File: config.mk
export PLATFORM = sky130hd
export DESIGN_NAME = multicycle_ctrl
export DESIGN_NICKNAME = d
export VERILOG_FILES = /design/src/rtl/multicycle_ctrl.sv
export SDC_FILE = /design/constraint.sdc
export NUM_CORES = 1
export LEC_CHECK = 0
export CAP_MARGIN = 20
export CORE_MARGIN = 10
export CORE_UTILIZATION = 45
export CTS_CLUSTER_SIZE = 25
export DETAILED_ROUTE_END_ITERATION = 10
export PLACE_DENSITY = 0.82
export REMOVE_ABC_BUFFERS = 1
export SETUP_SLACK_MARGIN = 0.02
export SKIP_CTS_REPAIR_TIMING = 1
export SLEW_MARGIN = 20
export SYNTH_ARGS = -nofsm -noshare
export SYNTH_HDL_FRONTEND = slang
export SYNTH_SLANG_ARGS = --single-unit
File: constraint.sdc
create_clock -name clk -period 3.9 [get_ports clk]
set_input_delay 0.585 -clock clk [delete_from_list [all_inputs] [get_ports clk]]
set_output_delay 0.585 -clock clk [all_outputs]
set_load 0.01 [all_outputs]
File: src/rtl/multicycle_ctrl.sv
// ---------------------------------------------------------------------------
// multicycle_ctrl
//   Control FSM for a multi-cycle MIPS datapath with one shared ALU and one
//   shared memory. It decodes opcode once per instruction, then steps the
//   datapath through FETCH..WB and drives every datapath enable and mux
//   select. It stalls FETCH, MREAD and MWRITE until memory signals ready.
//
//   Memory handshake: mem_req (with mem_we and iord) is held high from the
//   first cycle of an access until the cycle in which mem_ready is 1. The
//   access completes in that cycle, and the FSM leaves the access state on
//   that clock edge. mem_ready is ignored whenever mem_req is low.
//
// Parameters
//   ILLEGAL_HALT  1: an unknown opcode enters HALT; 0: it is treated as a NOP
//
// Optional feature (macro MULTICYCLE_PERF_EN)
//   When defined, two extra outputs are present:
//     instr_cnt  counts transitions into FETCH from a non-IDLE state
//     stall_cnt  counts cycles with mem_req=1 and mem_ready=0
//
// Ports
//   clk, rst        clock (rising edge), asynchronous active-low reset
//   opcode, funct   instruction fields (IR[31:26], IR[5:0])
//   zero            ALU zero flag (used for beq)
//   mem_ready       memory access completes this cycle
//   mem_req, mem_we, iord                  memory control
//   ir_write, pc_write, pc_src             IR / PC update control
//   reg_write, reg_dst, mem_to_reg         register file control
//   alu_src_a, alu_src_b, alu_ctl          ALU operand / operation select
//   halted          FSM is in HALT
//   state           current FSM state, exposed for debug and checkers
//   instr_cnt, stall_cnt   performance counters (MULTICYCLE_PERF_EN only)
// ---------------------------------------------------------------------------
module multicycle_ctrl #(
    parameter logic ILLEGAL_HALT = 1'b1
) (
    input  logic        clk,
    input  logic        rst,
    input  logic [5:0]  opcode,
    input  logic [5:0]  funct,
    input  logic        zero,
    input  logic        mem_ready,
    output logic        mem_req,
    output logic        mem_we,
    output logic        iord,
    output logic        ir_write,
    output logic        pc_write,
    output logic [1:0]  pc_src,
    output logic        reg_write,
    output logic        reg_dst,
    output logic        mem_to_reg,
    output logic        alu_src_a,
    output logic [1:0]  alu_src_b,
    output logic [1:0]  alu_ctl,
    output logic        halted,
`ifdef MULTICYCLE_PERF_EN
    output logic [31:0] instr_cnt,
    output logic [31:0] stall_cnt,
`endif
    output logic [3:0]  state
);

    typedef enum logic [3:0] {
        S_IDLE   = 4'd0,
        S_FETCH  = 4'd1,
        S_DECODE = 4'd2,
        S_MADDR  = 4'd3,
        S_MREAD  = 4'd4,
        S_MWB    = 4'd5,
        S_MWRITE = 4'd6,
        S_REXEC  = 4'd7,
        S_RWB    = 4'd8,
        S_BRANCH = 4'd9,
        S_JUMP   = 4'd10,
        S_IEXEC  = 4'd11,
        S_IWB    = 4'd12,
        S_HALT   = 4'd15
    } state_t;

    localparam logic [5:0] OP_RTYPE = 6'b000000;
    localparam logic [5:0] OP_LW    = 6'b100011;
    localparam logic [5:0] OP_SW    = 6'b101011;
    localparam logic [5:0] OP_BEQ   = 6'b000100;
    localparam logic [5:0] OP_J     = 6'b000010;
    localparam logic [5:0] OP_ADDI  = 6'b001000;

    state_t cur;
    state_t nxt;
    logic   pc_write_jump;

    // The ALU decoder resolves funct itself when alu_ctl=10, so the
    // controller never looks at it.
    logic unused_funct;
    assign unused_funct = ^funct;

    assign state = cur;

    always_comb begin
        nxt = cur;
        case (cur)
            S_IDLE:   nxt = S_FETCH;
            S_FETCH:  nxt = mem_ready ? S_DECODE : S_FETCH;
            S_DECODE: begin
                case (opcode)
                    OP_RTYPE:     nxt = S_REXEC;
                    OP_LW, OP_SW: nxt = S_MADDR;
                    OP_BEQ:       nxt = S_BRANCH;
                    OP_J:         nxt = S_JUMP;
                    OP_ADDI:      nxt = S_IEXEC;
                    default:      nxt = ILLEGAL_HALT ? S_HALT : S_FETCH;
                endcase
            end
            S_MADDR:  nxt = (opcode == OP_SW) ? S_MWRITE : S_MREAD;
            S_MREAD:  nxt = mem_ready ? S_MWB : S_MREAD;
            S_MWB:    nxt = S_FETCH;
            S_MWRITE: nxt = mem_ready ? S_FETCH : S_MWRITE;
            S_REXEC:  nxt = S_RWB;
            S_RWB:    nxt = S_FETCH;
            S_IEXEC:  nxt = S_IWB;
            S_IWB:    nxt = S_FETCH;
            S_BRANCH: nxt = S_FETCH;
            S_JUMP:   nxt = S_FETCH;
            S_HALT:   nxt = S_HALT;
            default:  nxt = S_IDLE;
        endcase
    end

    // State and Moore outputs are registered together: outputs are decoded
    // from the next state so they line up with the state they belong to.
    // The asynchronous reset therefore clears every output (mem_req included)
    // in the same instant as the state.
    always_ff @(posedge clk or negedge rst) begin
        if (!rst) begin
            cur           <= S_IDLE;
            mem_req       <= 1'b0;
            mem_we        <= 1'b0;
            iord          <= 1'b0;
            pc_write_jump <= 1'b0;
            pc_src        <= 2'b00;
            reg_write     <= 1'b0;
            reg_dst       <= 1'b0;
            mem_to_reg    <= 1'b0;
            alu_src_a     <= 1'b0;
            alu_src_b     <= 2'b00;
            alu_ctl       <= 2'b00;
            halted        <= 1'b0;
        end else begin
            cur           <= nxt;
            mem_req       <= 1'b0;
            mem_we        <= 1'b0;
            iord          <= 1'b0;
            pc_write_jump <= 1'b0;
            pc_src        <= 2'b00;
            reg_write     <= 1'b0;
            reg_dst       <= 1'b0;
            mem_to_reg    <= 1'b0;
            alu_src_a     <= 1'b0;
            alu_src_b     <= 2'b00;
            alu_ctl       <= 2'b00;
            halted        <= 1'b0;
            case (nxt)
                S_FETCH: begin
                    mem_req   <= 1'b1;
                    alu_src_b <= 2'b01;
                end
                // Branch target is computed here while the ALU is idle.
                S_DECODE: alu_src_b <= 2'b11;
                S_MADDR, S_IEXEC: begin
                    alu_src_a <= 1'b1;
                    alu_src_b <= 2'b10;
                end
                S_MREAD: begin
                    mem_req <= 1'b1;
                    iord    <= 1'b1;
                end
                S_MWB: begin
                    reg_write  <= 1'b1;
                    mem_to_reg <= 1'b1;
                end
                S_MWRITE: begin
                    mem_req <= 1'b1;
                    mem_we  <= 1'b1;
                    iord    <= 1'b1;
                end
                S_REXEC: begin
                    alu_src_a <= 1'b1;
                    alu_ctl   <= 2'b10;
                end
                S_RWB: begin
                    reg_write <= 1'b1;
                    reg_dst   <= 1'b1;
                end
                S_IWB: reg_write <= 1'b1;
                S_BRANCH: begin
                    alu_src_a <= 1'b1;
                    alu_ctl   <= 2'b01;
                    pc_src    <= 2'b01;
                end
                S_JUMP: begin
                    pc_src        <= 2'b10;
                    pc_write_jump <= 1'b1;
                end
                S_HALT: halted <= 1'b1;
                default: ;
            endcase
        end
    end

    // Mealy terms: IR/PC load only in the cycle the fetch completes, and the
    // branch PC load follows the live zero flag.
    assign ir_write = (cur == S_FETCH) && mem_ready;
    assign pc_write = pc_write_jump
                    || ((cur == S_FETCH) && mem_ready)
                    || ((cur == S_BRANCH) && zero);

`ifdef MULTICYCLE_PERF_EN
    always_ff @(posedge clk or negedge rst) begin
        if (!rst) begin
            instr_cnt <= 32'd0;
            stall_cnt <= 32'd0;
        end else begin
            // The dead cycle after reset is not an instruction boundary.
            if ((nxt == S_FETCH) && (cur != S_FETCH) && (cur != S_IDLE))
                instr_cnt <= instr_cnt + 32'd1;
            if (mem_req && !mem_ready)
                stall_cnt <= stall_cnt + 32'd1;
        end
    end
`endif

endmodule
After elaboration in Yosys (flattened, before gate mapping)
Cells that the tools add are included.
- output and inout bits: 20
- flip-flop bits (word level): 19
- mux-type cells: 18
- reduce and logical (&&, ||, !) cells: 13
- equal/unequal tests: 31
- operators by type and width (kind ; count):
    equality test 4 bit (second input constant) ; 12
    one-hot mux 4 bit (9 select lines) ; 1
    equality test 4 x 3 -> 1 bit (second input constant) ; 8
    one-hot mux 4 bit (5 select lines) ; 1
    equality test 4 x 2 -> 1 bit (second input constant) ; 4
    equality test 6 bit (second input constant) ; 2
    2-to-1 mux 1 bit ; 10
    equality test 4 x 1 -> 1 bit (second input constant) ; 2
    one-hot mux 2 bit (2 select lines) ; 2
    equality test 6 x 2 -> 1 bit (second input constant) ; 1
    equality test 6 x 3 -> 1 bit (second input constant) ; 1
    equality test 6 x 4 -> 1 bit (second input constant) ; 1
    zero test 6 bit ; 1
    one-hot mux 2 bit (3 select lines) ; 1
    OR reduction 2 bit ; 3
    OR reduction 3 bit ; 2
    OR reduction 6 bit ; 1
    zero test 4 bit ; 1
    2-to-1 mux 2 bit ; 2
    OR reduction 4 bit ; 1
    2-to-1 mux 3 bit ; 1
    logical AND 1 bit ; 2
    logical OR 1 bit ; 2

Logic depth before layout (Yosys ltp)
Gate-level depths: netlist of run 1.
- depth after elaboration: 7
- depth in mapped cells: 7
- mapped depth without buffers: 6

Worst setup path after synthesis of run 1
OpenSTA, ideal clock, no wires.
- path kind: in2reg
- start point: in opcode[1]
- end point: reg mem_req
- data arrival time: 1.846 ns
- data required time: 3.820 ns
- slack: 1.974 ns
- stages: 6
- cell sequence: nor4b_1 -> a22o_1 -> a222oi_1 -> buf_4 -> or3b_4 -> o22ai_2
- longest elaborated chain between the ends: 7
- elaborated cells between the ends (all ways): 15
- classes of those cells: eq/ne (8); mux (4); reduce/logical (3)
- ends and longest elaborated chain (item ; RTL line ; text):
    from (decl) ; 39 ; input logic [5:0] opcode,
    equality test 6 bit ; 104 ; case (opcode)
    OR reduction 2 bit ; 104 ;
    one-hot mux 4 bit (5 select lines) * ; 104 ;
    one-hot mux 4 bit (9 select lines) * ; 100 ; case (cur)
    named net nxt[0] ; 88 ; state_t nxt;
    equality test 4 x 1 -> 1 bit or equality test 4 x 3 -> 1 bit (tied branches) ; 161 ; case (nxt)
    OR reduction 3 bit (no line) * ; -- ;
    2-to-1 mux 1 bit * ; 161 ;
    to (signal assigned) ; 163 ; mem_req <= 1'b1;
    to (signal assigned) ; 173 ; mem_req <= 1'b1;
    to (signal assigned) ; 181 ; mem_req <= 1'b1;
    to (decl) ; 43 ; output logic mem_req,
The timed path passes the listed nets; every way through them passes the cells marked *.

Final worst setup path of run 1
- start point: in mem_ready
- end point: out pc_write
- longest elaborated chain between the ends: 3
- ends and longest elaborated chain (item ; RTL line ; text):
    from (decl) ; 42 ; input logic mem_ready,
    logical AND 1 bit ; 213 ; || ((cur == S_FETCH) && mem_ready)
    logical OR 1 bit ; 213 ;
    logical OR 1 bit ; 214 ; || ((cur == S_BRANCH) && zero);
    to (decl) ; 47 ; output logic pc_write,
No other way between the ends.

==> results of run 1 <==
## through the flow
step	util (%)	cell area [sq um]	hold WS (ns)
final	63.9	1240	0.728
after global routing	63.9	1240	0.779
after CTS	63.9	1240	0.754
after detailed placement	62.0	1200	0.839
after global placement	62.0	1200	0.816
after floorplan	-	873	0.289
## power by group
part / total, W / switching, W / internal (W) / leakage [nW]
sequential: 0.000305 / 0.0000683 / 0.000237 / 0.240
clock: 0.000111 / 0.0000540 / 0.0000569 / 0.0210
combinational: 0.000423 / 0.000201 / 0.000222 / 0.283
## synthesized netlist by cell type, types with 2 or more instances
cell     count  area share (%)
buf_4        3             2.5
nor3b_1      3             2.5
and2_1       2             1.4
nand4_1      2             1.4
nor2_1       8             3.3
inv_1        4             1.6
xor2_1       2             1.9
mux2i_1      2             2.2
nand2_1      5             2.0
buf_2        2             1.1
o21ai_0      3             1.6
and3_1       2             1.4
nor3_1       3             1.6
nor4b_1      3             2.9
dfrtp_1     18              49
## final cells by class
type / instances / area [sq um]
inverters: 4 / 15.0
well taps: 27 / 33.8
flip-flops and latches: 18 / 450
repair buffers: 30 / 298
clock buffers: 4 / 36.3
fillers: 172 / 701
multi-input cells: 60 / 408
## worst max-delay path by stage
stage,startpoint,endpoint,cells after the start
final,mem_ready,pc_write,5
after global routing,mem_ready,pc_write,5
after CTS,mem_ready,pc_write,5
after detailed placement,mem_ready,pc_write,5
after global placement,mem_ready,pc_write,5
after floorplan,state[3]$_DFF_PN0_,mem_req$_DFF_PN0_,5
## worst register-to-register path, cell delays in order (launching register included)
cell     delay, ns
dfrtp_1       0.57
or4b_1        0.63
a31o_1        0.24
o21ai_2       0.25
nand2_2       0.15
nor3b_1       0.23
## per-layer routing
layer / part of all wire, % / vias to the layer above / global-route usage, %
li1: - / 374 / -
met1: 41 / 381 / 12.8
met2: 49 / 26 / 17.7
met3: 7.9 / 4 / 3.90
met4: 1.5 / 0 / 4.81
met5: 0 / - / 0
## kinds of logic after synthesis
logic type | count (synthesis)
mux | 2
compound gates | 17
xor+xnor | 2
simple gates | 39
flops | 18
buf+inv | 10
==> impl_metrics.py, run 1 <==
metrics = {
    "hold_path": {
        "hold_path_class": "in -> async",
    },
    "critical_path": {
        "start_kind": "input pin",
        "rrSetupSlack_ns": 1.75,
        "worst_setup_path_end_kind": "primary output",
        "crit_top_cell": "clkdlybuf4s50_1",
        "path_delay_family": "buffers and inverters",
        "critPathSlowestCell": "clkdlybuf4s50_1",
        "r2r_start": "state[3]$_DFF_PN0_",
        "worst-path-buf-inv": 2,
        "reg2reg_to": "mem_we$_DFF_PN0_",
        "critical_path_class": "in -> out",
        "rr_worst_depth": 5,
        "required_ns": 3.31,
        "worstPathArrival_ns": 2.20,
        "crit_fanout": 7,
        "cpPeakStageDelay_ns": 0.60,
        "cp_cell_sequence": "clkdlybuf4s50_1, mux2i_1, nor4b_1, or2_2, clkdlybuf4s50_1",
    },
    "sta": {
        "slew_viol_final": 0,
        "finClkSkew_ns": 0.000700,
        "rsz0062_at_grt": "no",
        "setup_tns_ns": 0,
        "finalCritPeriodShare_pct": 71.5,
        "layout_setup_ws_ns": 1.11,
        "tightestPinTransition_ns": 0.744,
        "finalSetupViolCount": 0,
        "timing.final.crit_period_ns": 2.79,
        "slew_headroom_pct": 50.3,
        "hold_viol_final": 0,
        "fmaxAchievable_mhz": 359,
    },
    "route": {
        "wirelength_mm": 2.32,
        "post-route-drc-count": 0,
        "viasPerCell": 5.49,
        "vias": 785,
        "antenna_left": 0,
        "first_pass_iters": 4,
        "wl_per_cell_um": 16.2,
        "first_iter_violations": 17,
    },
    "finish": {
        "most-common-layout-cells": "29 x clkdlybuf4s50_1, 18 x dfrtp_1, 8 x nor2_1",
        "finalNonFillerCells": 143,
        "area_growth_pct": 35.3,
        "nets": 133,
        "n_antenna_cell": 0,
        "mostFrequentLayoutCell": "clkdlybuf4s50_1",
        "drive_gt1_share_pct": 11.2,
        "largest_reg_flops": 4,
    },
    "die": {
        "initial_core_util_pct": 47.2,
        "ios": 36,
        "die_h_um": 65.1,
        "die_area_sq_um": 4240,
        "die_w_um": 65.1,
        "fp-row-count": 16,
        "core_sq_um": 1940,
    },
    "clocking": {
        "h-tree-depth": 1,
        "cts_made_buffers": 3,
        "clk_pin_slew_ns": 0.09,
        "cts_tree": "yes",
        "clock_path_buffers": 2,
        "root_buffer": "clkbuf_4",
        "clk_latency_ns": 0.29,
        "cts_sinks": 18,
    },
    "synthesis": {
        "synth-edff-count": 0,
        "synthMuxAreaShare_pct": 2.18,
        "synth_async_sr_flop_share_pct": 100,
        "avgSynthCellArea_sq_um": 10.4,
        "ys_seq_area_share_pct": 49.1,
        "yosys_warnings": 0,
        "synthCells": 88,
        "netlist_area_sq_um": 917,
        "synth_compound_gate_area_share_pct": 14.3,
        "synth_ff_type": "dfrtp_1",
        "synthSimpleGateAreaFrac_pct": 26.1,
        "synth_top_family_by_area": "simple AND/OR/NAND/NOR gates",
        "ys_ff_latch": 18,
        "synthAdderAreaFrac_pct": 0,
        "synth_xor_area_share_pct": 1.91,
        "synthDistinctLibCells": 41,
    },
    "place": {
        "dp_hpwl_mm": 1.76,
        "portBuffers": 29,
        "dp_cells": 139,
        "place.gp.congestion": 0.849,
        "place_ws_ns": 1.13,
    },
    "power_and_ir_drop": {
        "power.total_w": 0.000839,
        "ir_drop_mv": 0.387,
        "p_per_area_nw_per_um2": 676,
        "p_leak_nw": 0.544,
    },
    "global_route": {
        "grt_pass1_vias": 764,
        "grt_pass1_wl_mm": 3.73,
        "overflow": 0,
        "grt_max_degree": 19,
        "antenna_found_initial": 0,
        "grt_usage_pct": 11.0,
    },
    "job": {
        "maxCapViolCount": 0,
    },
    "outcome": {
        "run_status": "complete, no violations",
    },
}
Power figures use the tool's default switching activity.
==> run 2, diff against run 1 <==
--- a/config.mk
+++ b/config.mk
@@ -7,10 +7,10 @@
 export LEC_CHECK = 0
 export CAP_MARGIN = 20
 export CORE_MARGIN = 10
-export CORE_UTILIZATION = 45
+export CORE_UTILIZATION = 42
 export CTS_CLUSTER_SIZE = 25
 export DETAILED_ROUTE_END_ITERATION = 10
-export PLACE_DENSITY = 0.82
+export PLACE_DENSITY = 0.78
 export REMOVE_ABC_BUFFERS = 1
 export SETUP_SLACK_MARGIN = 0.02
 export SKIP_CTS_REPAIR_TIMING = 1
==> constraint.sdc (replaced) <==
create_clock -name clk -period 2.6 [get_ports clk]
set_input_delay 0.39 -clock clk [delete_from_list [all_inputs] [get_ports clk]]
set_output_delay 0.39 -clock clk [all_outputs]
set_load 0.01 [all_outputs]
==> impl_metrics.py, run 2 (same netlist as run 1, synthesis figures left out) <==
metrics = {
    "clocking": {
        "h-tree-depth": 1,
        "clock_path_buffers": 2,
        "cts_sinks": 18,
        "root_buffer": "clkbuf_4",
        "clk_pin_slew_ns": 0.09,
        "cts_tree": "yes",
        "clk_latency_ns": 0.29,
        "cts_made_buffers": 3,
    },
    "critical_path": {
        "required_ns": 2.21,
        "worst_setup_path_end_kind": "primary output",
        "start_kind": "register",
        "crit_fanout": 14,
        "critical_path_class": "reg -> out",
        "worstPathArrival_ns": 1.99,
    },
    "place": {
        "dp_hpwl_mm": 1.68,
        "postPlaceCellArea_sq_um": 1210,
        "portBuffers": 29,
        "dp_cells": 140,
        "place.gp.congestion": 0.858,
    },
    "die": {
        "core_sq_um": 2020,
        "fp-row-count": 16,
        "initial_core_util_pct": 45.4,
        "ios": 36,
        "die_w_um": 66.7,
        "die_h_um": 66.7,
        "die_area_sq_um": 4450,
    },
    "route": {
        "wl_per_cell_um": 14.7,
        "wirelength_mm": 2.12,
        "vias": 757,
        "first_iter_violations": 26,
        "first_pass_iters": 4,
        "post-route-drc-count": 0,
        "antenna_left": 0,
        "viasPerCell": 5.26,
    },
    "power_and_ir_drop": {
        "p_per_area_nw_per_um2": 995,
        "p_leak_nw": 0.549,
        "comb_power_share_pct": 50.8,
        "power_frac_seq_pct": 36.0,
        "p_sw_w": 0.000468,
        "p_int_w": 0.000775,
        "clkPwrFrac_pct": 13.2,
        "switching_share_pct": 37.7,
        "ir_drop_mv": 0.559,
    },
    "sta": {
        "finClkSkew_ns": 0.00529,
        "finalCritPeriodShare_pct": 91.4,
        "setup_tns_ns": 0,
        "fmaxAchievable_mhz": 421,
        "timing.final.crit_period_ns": 2.38,
        "finalSetupViolCount": 0,
        "slew_headroom_pct": 49.3,
        "slew_viol_final": 0,
        "tightestPinTransition_ns": 0.758,
        "rsz0062_at_grt": "no",
        "hold_viol_final": 0,
    },
    "finish": {
        "area_growth_pct": 36.2,
        "nets": 134,
        "n_antenna_cell": 0,
        "postLayoutCellArea_sq_um": 1250,
        "mostFrequentLayoutCell": "clkdlybuf4s50_1",
        "drive_gt1_share_pct": 12.0,
        "most-common-layout-cells": "29 x clkdlybuf4s50_1, 18 x dfrtp_1, 8 x nor2_1",
        "finalNonFillerCells": 144,
        "largest_reg_flops": 4,
    },
    "global_route": {
        "grt_use_met2_pct": 16.5,
        "grt_pass1_vias": 727,
        "grt_pass1_wl_mm": 3.64,
        "grt.met3_usage_pct": 4.85,
        "overflow": 0,
        "grt_max_degree": 19,
        "grt_util_met1_pct": 12.1,
        "top_usage_layer": "met2",
        "grt_usage_pct": 10.3,
        "antenna_found_initial": 0,
    },
    "outcome": {
        "run_status": "complete, no violations",
    },
    "job": {
        "maxCapViolCount": 0,
    },
    "hold_path": {
        "hold_path_class": "in -> async",
    },
}
[run 2: final cells by class]
class,count,area (sq um)
Sequential cell,18,450
Inverter,4,15.0
Fill cell,165,773
Tap cell,27,33.8
Clock buffer,4,36.3
Multi-Input combinational cell,60,408
Timing Repair Buffer,31,305
[run 2: metal layers]
layer	part of all wire, %	vias to the layer above
met1	40	360
met2	51	20
li1	-	377
met4	0	0
met5	0	-
met3	8.3	0
[run 2: power groups by stage]
stage	combinational [W]	sequential, W	clock [W]
6_report	0.000632	0.000447	0.000164
5_1_grt	0.000695	0.000461	0.000190
4_1_cts	0.000639	0.000446	0.000171
3_5_place_dp	0.000636	0.000452	0
3_3_place_gp	0.000623	0.000451	0
2_1_floorplan	0.000304	0.000477	0
[run 2: final timing paths]
path / startpoint / end / slack [ns] / cells after the start
worst min register to register: state[1]$_DFF_PN0_ / mem_to_reg$_DFF_PN0_ / 0.85 / 2
max in group asynchronous: rst / state[1]$_DFF_PN0_ / 1.58 / 1
worst max-delay path: state[3]$_DFF_PN0_ / pc_write / 0.22 / 4
min in group clk: mem_ready / mem_to_reg$_DFF_PN0_ / 0.78 / 2
worst min-delay path: rst / state[3]$_DFF_PN0_ / 0.54 / 1
worst max register to register: state[3]$_DFF_PN0_ / mem_we$_DFF_PN0_ / 0.54 / 5
[run 2: through the flow]
step                      hold slack (ns)  power, W  util, %  setup WS (ns)
after detailed placement            0.824   0.00109     60.0          0.288
final                               0.540   0.00124     61.8          0.225
after floorplan                    0.0944  0.000781        -          0.378
after global routing                0.593   0.00135     61.8         0.0624
after global placement              0.821   0.00107     60.0          0.296
after CTS                           0.567   0.00126     61.8          0.204
[run 2: worst max-delay path, stage by stage (launching register included)]
cell and delay [ns]:
dfrtp_1 0.63, mux2i_1 0.23, nor4b_1 0.06, or2_2 0.28, clkdlybuf4s50_1 0.48
